==> src/rtl/serial_tx.sv <==
`timescale 1ns/1ps
// serial_tx -- asynchronous-style serial frame transmitter.
//
// Sends one frame per accepted request: a start bit (0), DATA_BITS payload
// bits LSB first, an optional parity bit, then STOP_BITS stop bits (1).
// Bit timing comes from TICKIN, a divided bit-rate clock that is
// asynchronous to CLK. It is synchronised and edge-detected into a one-CLK
// strobe (te). Each te advances the frame by one bit period.
//
// Handshake (START/READY): a request is taken on a rising CLK edge where
// READY and START are both high. The payload is captured on that edge.
// READY drops on the following cycle. It returns one cycle after the frame
// completes or is aborted. A START seen while READY is low is dropped, not
// remembered.
//
// Ports
//   CLK        system clock, rising edge
//   RST_N      asynchronous active-low reset
//   TICKIN     bit-rate clock; one rising edge per bit period
//   DATA       payload, captured on accept
//   START      transmit request (level, sampled every CLK)
//   ABORT      synchronous cancel of the frame in progress
//   TX         serial line, idle high
//   READY      high when a START will be accepted
//   DONE       one-CLK pulse when a frame completes normally
//   STATE_DBG  current FSM state:
//                0 IDLE, 1 ARMED, 2 STARTB, 3 DATAB, 4 PARB, 5 STOPB
module serial_tx #(
  parameter int DATA_BITS  = 8,
  parameter int PARITY_EN  = 0,
  parameter int PARITY_ODD = 0,
  parameter int STOP_BITS  = 1
) (
  input  logic                 CLK,
  input  logic                 RST_N,
  input  logic                 TICKIN,
  input  logic [DATA_BITS-1:0] DATA,
  input  logic                 START,
  input  logic                 ABORT,
  output logic                 TX,
  output logic                 READY,
  output logic                 DONE,
  output logic [2:0]           STATE_DBG
);

  localparam int CNT_W = $clog2(DATA_BITS + 2);
  localparam logic [CNT_W-1:0] LAST_DATA = CNT_W'(DATA_BITS - 1);
  localparam logic [CNT_W-1:0] LAST_STOP = CNT_W'(STOP_BITS - 1);
  localparam logic             ODD       = (PARITY_ODD != 0);

  typedef enum logic [2:0] {
    IDLE   = 3'd0,
    ARMED  = 3'd1,
    STARTB = 3'd2,
    DATAB  = 3'd3,
    PARB   = 3'd4,
    STOPB  = 3'd5
  } state_t;

  // ---------------------------------------------------------------------
  // TICKIN synchroniser and rising-edge detector.
  // sync_fill keeps te low until tick_d holds a real post-reset sample.
  // This means a TICKIN that is already high when reset releases is not
  // mistaken for a fresh edge.
  // ---------------------------------------------------------------------
  logic       tick_s1, tick_s2, tick_d;
  logic [2:0] sync_fill;
  logic       te;

  always_ff @(posedge CLK or negedge RST_N) begin
    if (!RST_N) begin
      tick_s1   <= 1'b0;
      tick_s2   <= 1'b0;
      tick_d    <= 1'b0;
      sync_fill <= 3'b000;
    end else begin
      tick_s1   <= TICKIN;
      tick_s2   <= tick_s1;
      tick_d    <= tick_s2;
      sync_fill <= {sync_fill[1:0], 1'b1};
    end
  end

  assign te = tick_s2 & ~tick_d & sync_fill[2];

  // ---------------------------------------------------------------------
  // Frame FSM
  // ---------------------------------------------------------------------
  state_t                 state_q, state_d;
  logic [DATA_BITS-1:0]   shift_q, shift_d;
  logic                   par_q, par_d;
  logic [CNT_W-1:0]       cnt_q, cnt_d, cnt_step;
  logic                   tx_q, tx_d;
  logic                   ready_q, ready_d;
  logic                   done_q, done_d;
  logic                   accept;

  always_ff @(posedge CLK or negedge RST_N) begin
    if (!RST_N) begin
      state_q <= IDLE;
      shift_q <= '0;
      par_q   <= 1'b0;
      cnt_q   <= '0;
      tx_q    <= 1'b1;
      ready_q <= 1'b1;
      done_q  <= 1'b0;
    end else begin
      state_q <= state_d;
      shift_q <= shift_d;
      par_q   <= par_d;
      cnt_q   <= cnt_d;
      tx_q    <= tx_d;
      ready_q <= ready_d;
      done_q  <= done_d;
    end
  end

  always_comb begin
    state_d  = state_q;
    shift_d  = shift_q;
    par_d    = par_q;
    cnt_step = cnt_q;
    tx_d     = tx_q;
    done_d   = 1'b0;
    accept   = 1'b0;

    // ABORT wins over a te arriving on the same edge.
    if (state_q != IDLE && ABORT) begin
      state_d = IDLE;
      tx_d    = 1'b1;
    end else begin
      case (state_q)
        IDLE: begin
          tx_d = 1'b1;
          if (ready_q && START) begin
            accept  = 1'b1;
            shift_d = DATA;
            // Parity is taken from the payload as captured, so later
            // DATA changes cannot reach the frame.
            par_d   = (^DATA) ^ ODD;
            state_d = ARMED;
          end
        end
        ARMED: begin
          if (te) begin
            state_d = STARTB;
            tx_d    = 1'b0;
          end
        end
        STARTB: begin
          if (te) begin
            state_d = DATAB;
            tx_d    = shift_q[0];
            shift_d = shift_q >> 1;
          end
        end
        DATAB: begin
          if (te) begin
            if (cnt_q == LAST_DATA) begin
              if (PARITY_EN != 0) begin
                state_d = PARB;
                tx_d    = par_q;
              end else begin
                state_d = STOPB;
                tx_d    = 1'b1;
              end
            end else begin
              cnt_step = cnt_q + CNT_W'(1);
              tx_d     = shift_q[0];
              shift_d  = shift_q >> 1;
            end
          end
        end
        PARB: begin
          if (te) begin
            state_d = STOPB;
            tx_d    = 1'b1;
          end
        end
        STOPB: begin
          if (te) begin
            if (cnt_q == LAST_STOP) begin
              state_d = IDLE;
              done_d  = 1'b1;
            end else begin
              cnt_step = cnt_q + CNT_W'(1);
            end
          end
        end
        default: begin
          state_d = IDLE;
          tx_d    = 1'b1;
        end
      endcase
    end

    // The bit counter restarts on every state change. It only advances
    // while below its terminal count, so it never wraps.
    cnt_d = (state_d != state_q) ? '0 : cnt_step;

    // READY is low from the cycle after accept until one cycle after
    // the FSM is back in IDLE. This covers both DONE and ABORT.
    ready_d = (state_q == IDLE) && !accept;
  end

  assign TX        = tx_q;
  assign READY     = ready_q;
  assign DONE      = done_q;
  assign STATE_DBG = state_q;

endmodule

==> config.mk <==
export PLATFORM = sky130hd
export DESIGN_NAME = serial_tx
export DESIGN_NICKNAME = d
export VERILOG_FILES = /design/src/rtl/serial_tx.sv
export SDC_FILE = /design/constraint.sdc
export NUM_CORES = 1
export LEC_CHECK = 0
export ABC_AREA = 1
export CAP_MARGIN = 20
export CORE_AREA = 10 10 85 50
export CTS_CLUSTER_SIZE = 28
export DETAILED_ROUTE_END_ITERATION = 10
export DIE_AREA = 0 0 95 60
export HOLD_SLACK_MARGIN = 0.06
export PLACE_DENSITY_LB_ADDON = 0.1
export SLEW_MARGIN = 15
export SYNTH_ARGS = -nofsm -noshare
export SYNTH_HDL_FRONTEND = slang
export SYNTH_SLANG_ARGS = --single-unit
==> constraint.sdc <==
create_clock -name CLK -period 1.4 [get_ports CLK]
set_input_delay 0.42 -clock CLK [delete_from_list [all_inputs] [get_ports CLK]]
set_output_delay 0.42 -clock CLK [all_outputs]
set_load 0.03 [all_outputs]
**Yosys cells after proc, flatten, opt, wreduce, memory -nomap -nowiden**

Index checks and enable logic that the tools add are counted.

- Flip-flop bits (word level): 24
- Latch bits: 0
- Bits in writable memories: 0
- Bits in read-only memories: 0
- Input bits: 13
- Output and inout port bits: 6
- Word-level logic and storage cells: 84
- Memories kept: 0

- Add/sub/neg operators: 1
- Multipliers: 0
- Divide/modulo/power cells: 0
- $lt $le $gt $ge: 0
- Equality and inequality tests: 21
- Shifts and indexed selects: 0
- Mux-type cells: 36
- Bitwise logic cells: 4
- Reduce and logical (&&, ||, !) cells: 12

Operators with widths:

| operator | number |
|---|---|
| 2-to-1 mux 8 bit | 4 |
| 2-to-1 mux 3 bit | 9 |
| 2-to-1 mux 4 bit | 6 |
| != test 3 bit (second input constant) | 8 |
| case mux 8 bit (3 select lines) | 1 |
| case mux 3 bit (6 select lines) | 1 |
| 2-to-1 mux 1 bit | 13 |
| AND reduction 6 bit | 2 |
| != test 2 bit (second input constant) | 5 |
| nonzero test 3 bit | 3 |
| case mux 4 bit (2 select lines) | 1 |
| == test 3 x 2 -> 1 bit (second input constant) | 2 |
| == test 3 bit (second input constant) | 2 |
| case mux 1 bit (5 select lines) | 1 |
| AND reduction 5 bit | 1 |
| adder 4 x 1 -> 4 bit (second input constant) | 1 |
| == test 4 x 3 -> 1 bit (second input constant) | 1 |
| logical NOT 4 bit | 1 |
| == test 3 x 1 -> 1 bit (second input constant) | 1 |
| logical AND 1 bit | 3 |
| logical NOT 3 bit | 1 |
| != test 3 bit | 1 |
| AND 1 bit | 2 |
| != test 2 x 1 -> 1 bit (second input constant) | 1 |
| other kinds (2) | 3 |

**Logic depth before layout (Yosys ltp)**

Gate-level depths: netlist (run 1).

- Word-level depth: 9
- Mapped depth: 12
- Mapped depth without buffers: 12

**Least setup slack after synthesis (run 1)**

OpenSTA, ideal clock, no wires.

- Path kind: register to register
- From: register state_q[2] (netlist: STATE_DBG[2])
- To: register shift_q[1]
- Setup time: 0.130 ns
- Arrival time: 1.497 ns
- Required time: 1.270 ns
- Path slack: -0.227 ns
- Cell stages (with the launch flop): 8
- Path buffers: 1
- Clock period less this slack: 1.627 ns
- Path through: dfrtp_1 -> nor2_2 -> nand2_2 -> nand2_4 -> nand2_4 -> nor4_4 -> buf_6 -> o21ai_0

- Longest elaborated chain between the ends: 4
- Elaborated cells on any way between the ends: 13
- Those cells by class: 6 x eq/ne; 1 x mux; 1 x bitwise; 5 x reduce/logical

Ends and longest elaborated chain:

| item | RTL line | source |
|---|---|---|
| from (decl) | 89 | `state_t state_q, state_d;` |
| from (signal assigned) | 108 | `state_q <= state_d;` |
| parallel branches: the longest is 4 deep, another holds AND reduction 6 bit | -- |  |
| to (signal assigned) | 109 | `shift_q <= shift_d;` |
| to (decl) | 90 | `logic [DATA_BITS-1:0] shift_q, shift_d;` |

Several ways; the timed one is not identified.
A chain may end at the register's enable or synchronous reset.

**Final worst setup path (run 1)**

- From: register cnt_q[0]
- To: register cnt_q[1]

- Longest elaborated chain between the ends: 8
- Elaborated cells on any way between the ends: 24
- Those cells by class: 1 x add/sub; 7 x eq/ne; 13 x mux; 3 x reduce/logical

Ends and longest elaborated chain:

| item | RTL line | source |
|---|---|---|
| from (decl) | 92 | `logic [CNT_W-1:0] cnt_q, cnt_d, cnt_step;` |
| from (signal assigned) | 111 | `cnt_q <= cnt_d;` |
| == test 4 x 3 -> 1 bit or logical NOT 4 bit (tied branches) | 159, 182 |  |
| 2-to-1 mux 3 bit, on equally long branches | 159, 182 |  |
| 2-to-1 mux 3 bit, on equally long branches | 158, 181 |  |
| case mux 3 bit (6 select lines) | 132 | `case (state_q)` |
| 2-to-1 mux 3 bit | 128 | `if (state_q != IDLE && ABORT) begin` |
| != test 3 bit | 199 | `cnt_d = (state_d != state_q) ? '0 : cnt_step;` |
| != test 3 bit (no line), or another cell as far along | -- |  |
| AND reduction 6 bit (no line) | -- |  |

Parallel ways exist; a longest one is shown, timed or not. The select of a mux whose other input is x is not followed.

==> metrics.cfg, run 1 <==
[synthesis]
synthFlopType=dfrtp_1
synth_edf_count=0
syn-num-nets=174
ys_ff_latch=24
synth.cell_area_um2=1280
netlist_instances=159
yosysUniqueCellTypes=25
ys_seq_area_share_pct=47.0
syn_area_per_cell_um2=8.07
yosys_warnings=0
ys_async_sr_fraction_pct=100

[finish]
n_antenna_cell=0
layout.cells.non_filler=259
nets=235
area_growth_pct=62.3
final_common_cell=nand2_1
final_area_um2=2080
final_cell_mix=32 x nand2_1, 30 x buf_4, 20 x inv_1
final_layout_size_suffix_gt1_share_pct=46.6

[sta]
min_period_over_period_pct=120
rsz0062_at_grt=yes
setup_ws_ns=-0.277
final.min_clock_period_ns=1.68
setup_viol=18
hold_violations=0
fmax_ghz=0.596
drv_slew=0
fin_worst_skew_ns=0.00448

[die]
start_util_pct=45.2
io_pins=19
dieWidth_um=95
num_rows=14
core_um2=2840
die-area_um2=5700
dieHeight_um=60

[global_route]
antenna_found_initial=0
grt_pass1_vias=1154
grt_first_pass_wirelength_um=5310
grt_usage_pct=12.1
grt_max_degree=25
grt-ovfl-total=0

[pwr]
p_leak_nw=0.995
power.density_nw_per_um2=1760
power_frac_comb_pct=60.5
p_int_w=0.00211
switching_share_pct=42.5
clkPwrFrac_pct=11.6
finalPower_w=0.00367
p_seq_share_pct=27.9
ir_drop_uv=1240
p_switching_w=0.00156

[hold_path]
min_path_type=reg -> reg
worstHoldStart=sync_fill[1]
min_to=sync_fill[2]
whs_path_depth=0

[critical_path]
timing.critical_path.mode_cell=nand2_2
reg2reg_to=cnt_q[1]
r2r_cells=12
slowest_delay_ns=0.43
r2r_start=cnt_q[0]
worstSetupStartpointType=flip-flop
crit_arrival_ns=1.88
rrSetupSlack_ns=-0.28
path_class=reg -> reg
path_max_fanout=4
crit_family=simple AND/OR/NAND/NOR gates
crit_chain=inv_1 > ha_2 > nand2_2 > nor2_4 > nand2_2 > nand2_2 > nand2_1 > o21bai_1 > nand2_1 > nand2_2 > nand3_4 > nor2_1
cp_slowest_cell=dfrtp_1
cp-startpoint=cnt_q[0]
crit_required_ns=1.61
cp-end-kind=flip-flop
cp.buffers_inverters=1

[route]
wl_per_cell_um=13.8
dr.pass1.iters=4
viasPerCell=4.75
drtIter0Drc=91
drc_errors=0
routed_wl_um=3580
dr_total_vias=1229
ant_nets=0

[placed_design]
dp_cells=246
gp_congestion=0.838
place_area_um2=1760
pre_cts_ws_ns=-0.437
dp_hpwl_um=2450
place.port_buffers=18

[clocking]
clockBufferDepth=2
clock_sinks=24
cts-root-buf=clkbuf_8
ctsHtreeMaxLevel=1
hold_buffers=0
cts-buffers-inserted=3
insertion_delay_ns=0.27
cts_tree=yes
path_clk_slew_ns=0.08

[outcome]
violations=negative setup slack
status=finished, violations left

[run]
drv_cap=0

## metal layers
metal	routed length [µm]	up-vias	global-route usage [%]
met5	0	-	0
met2	1760	24	18.3
met3	203	5	4.50
li1	-	617	-
met4	24	0	2.54
met1	1590	583	16.1
## layout make-up
cell class | instances | area [µm²]
Timing Repair Buffer | 58 | 543
Sequential cell | 24 | 607
Fill cell | 226 | 756
Tap cell | 40 | 50.0
Clock buffer | 4 | 45.0
Multi-Input combinational cell | 109 | 747
Inverter | 24 | 90.1
## state kept, by name, indices dropped and copies added, names as in the netlist
| signal | count |
|---|---|
| STATE_DBG | 3 |
| READY | 1 |
| TX | 1 |
| DONE | 1 |
| tick_s1 | 1 |
| cnt_q | 4 |
| shift_q | 8 |
| tick_d | 1 |
| sync_fill | 3 |
| tick_s2 | 1 |
## metrics by stage
stage          TNS, ns  hold WS [ns]  utilization, %
2_1_floorplan    -1.28         0.124               -
3_3_place_gp     -4.64         0.332            61.9
3_5_place_dp     -5.09         0.337            61.9
4_1_cts          -2.74         0.358            67.2
5_1_grt          -4.41         0.359            73.4
6_report         -2.55         0.354            73.4
## power by group through the flow
stage / registers [W] / logic [W] / clock network [W]
after floorplan: 0.00111 / 0.000998 / 0
after global placement: 0.00100 / 0.00177 / 0
after detailed placement: 0.00102 / 0.00181 / 0
after CTS: 0.00101 / 0.00193 / 0.000448
after global routing: 0.00104 / 0.00241 / 0.000466
final: 0.00102 / 0.00222 / 0.000426
## worst max path at each step
stage	end	cells past startpoint
floorplan	shift_q[1]	7
finish	cnt_q[1]	12
global route	cnt_q[1]	12
detailed placement	cnt_q[0]	10
global placement	cnt_q[0]	10
CTS	cnt_q[0]	12
## cell families (layout without fill, tap and decap cells)
family	count (synthesis)	count (layout)	synth area share (%)
and+or+nand+nor	82	82	30.3
buffers and inverters	26	86	8.20
DFF	24	24	47.0
AOI/OAI and AO/OA	21	21	10.1
xor gates and xnor gates	3	3	2.05
adders and majority gates	2	2	1.95
other	1	1	0.292
## timing repair
action / 4_1_cts / 5_1_grt
resized for setup: 20 / 36
hold endpoints to repair: 0 / 0
pin swaps: 4 / 9
setup buffers: 17 / 5
setup endpoints to repair: 20 / 22
## Yosys cell counts, types with 2 or more instances
library cell,n,area (µm²)
nand2_1,39,146
dfrtp_1,22,551
inv_1,22,82.6
nor2_1,15,56.3
nand3_1,14,70.1
o21ai_0,7,35.0
o211ai_1,6,45.0
nand2_2,5,31.3
nor2_2,5,31.3
xor2_1,3,26.3
a21oi_1,2,10.0
dfstp_2,2,52.6
ha_1,2,25.0
inv_2,2,7.51
nand2_4,2,22.5
o21ai_1,2,10.0
No activity file was read; power rests on OpenSTA's default activity.
==> run 2, diff against run 1 <==
CELL_PAD_IN_SITES_DETAIL_PLACEMENT = 1   (was not set)
CELL_PAD_IN_SITES_GLOBAL_PLACEMENT = 1   (was not set)
CORE_AREA = 10 10 97 56   (was 10 10 85 50)
DIE_AREA = 0 0 107 66   (was 0 0 95 60)
GPL_TIMING_DRIVEN = 0   (was not set)
SLEW_MARGIN = 0   (was 15)
==> metrics.cfg, run 2 (synthesis results as in run 1) <==
[outcome]
status=finished, violations left
violations=negative setup slack

[critical_path]
worstSetupStartpointType=flip-flop
crit_family=simple AND/OR/NAND/NOR gates
cp.buffers_inverters=2
reg2reg_to=cnt_q[2]
cp-end-kind=flip-flop
r2r_cells=11
slowest_delay_ns=0.45
r2r_start=STATE_DBG[1]
crit_required_ns=1.57
cp_slowest_cell=dfrtp_2
timing.critical_path.mode_cell=nand2_2
rrSetupSlack_ns=-0.28
crit_chain=inv_2 > nand2_2 > nor2_4 > buf_4 > nand2_2 > nand3_2 > nand2_2 > nand2_1 > nand2_1 > nand3_4 > nor2_1
path_class=reg -> reg
cp-startpoint=STATE_DBG[1]
path_max_fanout=5
crit_arrival_ns=1.86

[sta]
min_period_over_period_pct=120
hold_violations=0
whs_ns=0.233
final.min_clock_period_ns=1.68
fmax_ghz=0.594
fin_worst_skew_ns=0.00523
drv_slew=0
max-slew-margin-rel_pct=62.0
rsz0062_at_grt=yes
setup_ws_ns=-0.284
setup_viol=17
tightest_slew_ns=0.570

[global_route]
grt_pass1_vias=1198
grt_usage_pct=10.1
grt_max_degree=25
antenna_found_initial=0
grt-ovfl-total=0
grt_first_pass_wirelength_um=5790

[die]
num_rows=16
start_util_pct=34.1
dieWidth_um=107
die-area_um2=7060
io_pins=19
core_um2=3760
dieHeight_um=66

[pwr]
p_seq_share_pct=27.2
p_int_w=0.00217
power.density_nw_per_um2=1970
clkPwrFrac_pct=16.5
p_switching_w=0.00160
p_leak_nw=0.905
ir_drop_uv=992
switching_share_pct=42.4
power_frac_comb_pct=56.3

[finish]
multi_input_area_um2=713
nets=215
top_regs=shift_q: 8 flops, cnt_q: 4 flops
final_cell_mix=30 x nand2_1, 20 x inv_1, 19 x dfrtp_1
n_antenna_cell=0
layout.cells.non_filler=253
top_register=shift_q
regArea_um2=607
utilization_pct=50.9
final.fill_count=470
area_growth_pct=49.3
final_layout_size_suffix_gt1_share_pct=39.7
final_area_um2=1910
final_common_cell=nand2_1
largest_reg_flops=8

[hold_path]
min_path_type=in -> async

[placed_design]
dp_cells=231
dp_hpwl_um=2620
pre_cts_ws_ns=-0.590
place_area_um2=1550
place.port_buffers=18
gp_congestion=0.815

[route]
wl_met3_um=246
drc_errors=0
wl_met1_um=1810
top_layer_used=met4
wl_per_cell_um=15.6
routed_wl_um=3950
dr.pass1.iters=4
dr_total_vias=1205
drtIter0Drc=38
wl_met2_um=1820
viasPerCell=4.76
ant_nets=0

[run]
drv_cap=0

[clocking]
ctsHtreeMaxLevel=1
clock_sinks=24
hold_buffers=0
path_clk_slew_ns=0.09
cts_tree=yes
cts-root-buf=clkbuf_8
clockBufferDepth=2
cts-buffers-inserted=3
insertion_delay_ns=0.28

## run 2: power by group through the flow
| stage | logic, W | clock network (W) | registers [W] |
|---|---|---|---|
| 3_5_place_dp | 0.00153 | 0 | 0.00103 |
| 6_report | 0.00212 | 0.000622 | 0.00102 |
| 5_1_grt | 0.00232 | 0.000660 | 0.00105 |
| 4_1_cts | 0.00165 | 0.000634 | 0.00102 |
| 3_3_place_gp | 0.00148 | 0 | 0.00102 |
| 2_1_floorplan | 0.000998 | 0 | 0.00111 |
## run 2: routing by layer
metal  vias to the layer above  track usage [%]
li1                        586                -
met1                       583             13.8
met2                        27             14.9
met3                         9             3.89
met4                         0             2.01
met5                         -                0
## run 2: metrics by stage
step	power, W	setup TNS, ns
3_5_place_dp	0.00257	-17.46
3_3_place_gp	0.00250	-15.38
2_1_floorplan	0.00211	-1.28
4_1_cts	0.00331	-3.74
5_1_grt	0.00402	-4.14
6_report	0.00377	-2.61
## run 2: final cells by class
cell class                      count  share of cell area [%]
Sequential cell                    24                    31.7
Tap cell                           54                    3.53
Buffer                              2                   0.980
Timing Repair Buffer               36                    18.0
Inverter                           24                    4.84
Multi-Input combinational cell    109                    37.3
Clock buffer                        3                    2.16
Clock inverter                      1                    1.57
## run 2: worst max-delay path by stage
stage,end,cells after the start
final,cnt_q[2],11
after global routing,cnt_q[3],12
after CTS,cnt_q[3],12
after detailed placement,shift_q[5],7
after global placement,shift_q[6],7
after floorplan,shift_q[1],7
## run 2: timing repair
item,CTS,global route
buffers inserted,7,11
pin swaps,3,16
endpoints found under the setup margin,44,21
gates resized for setup,39,48
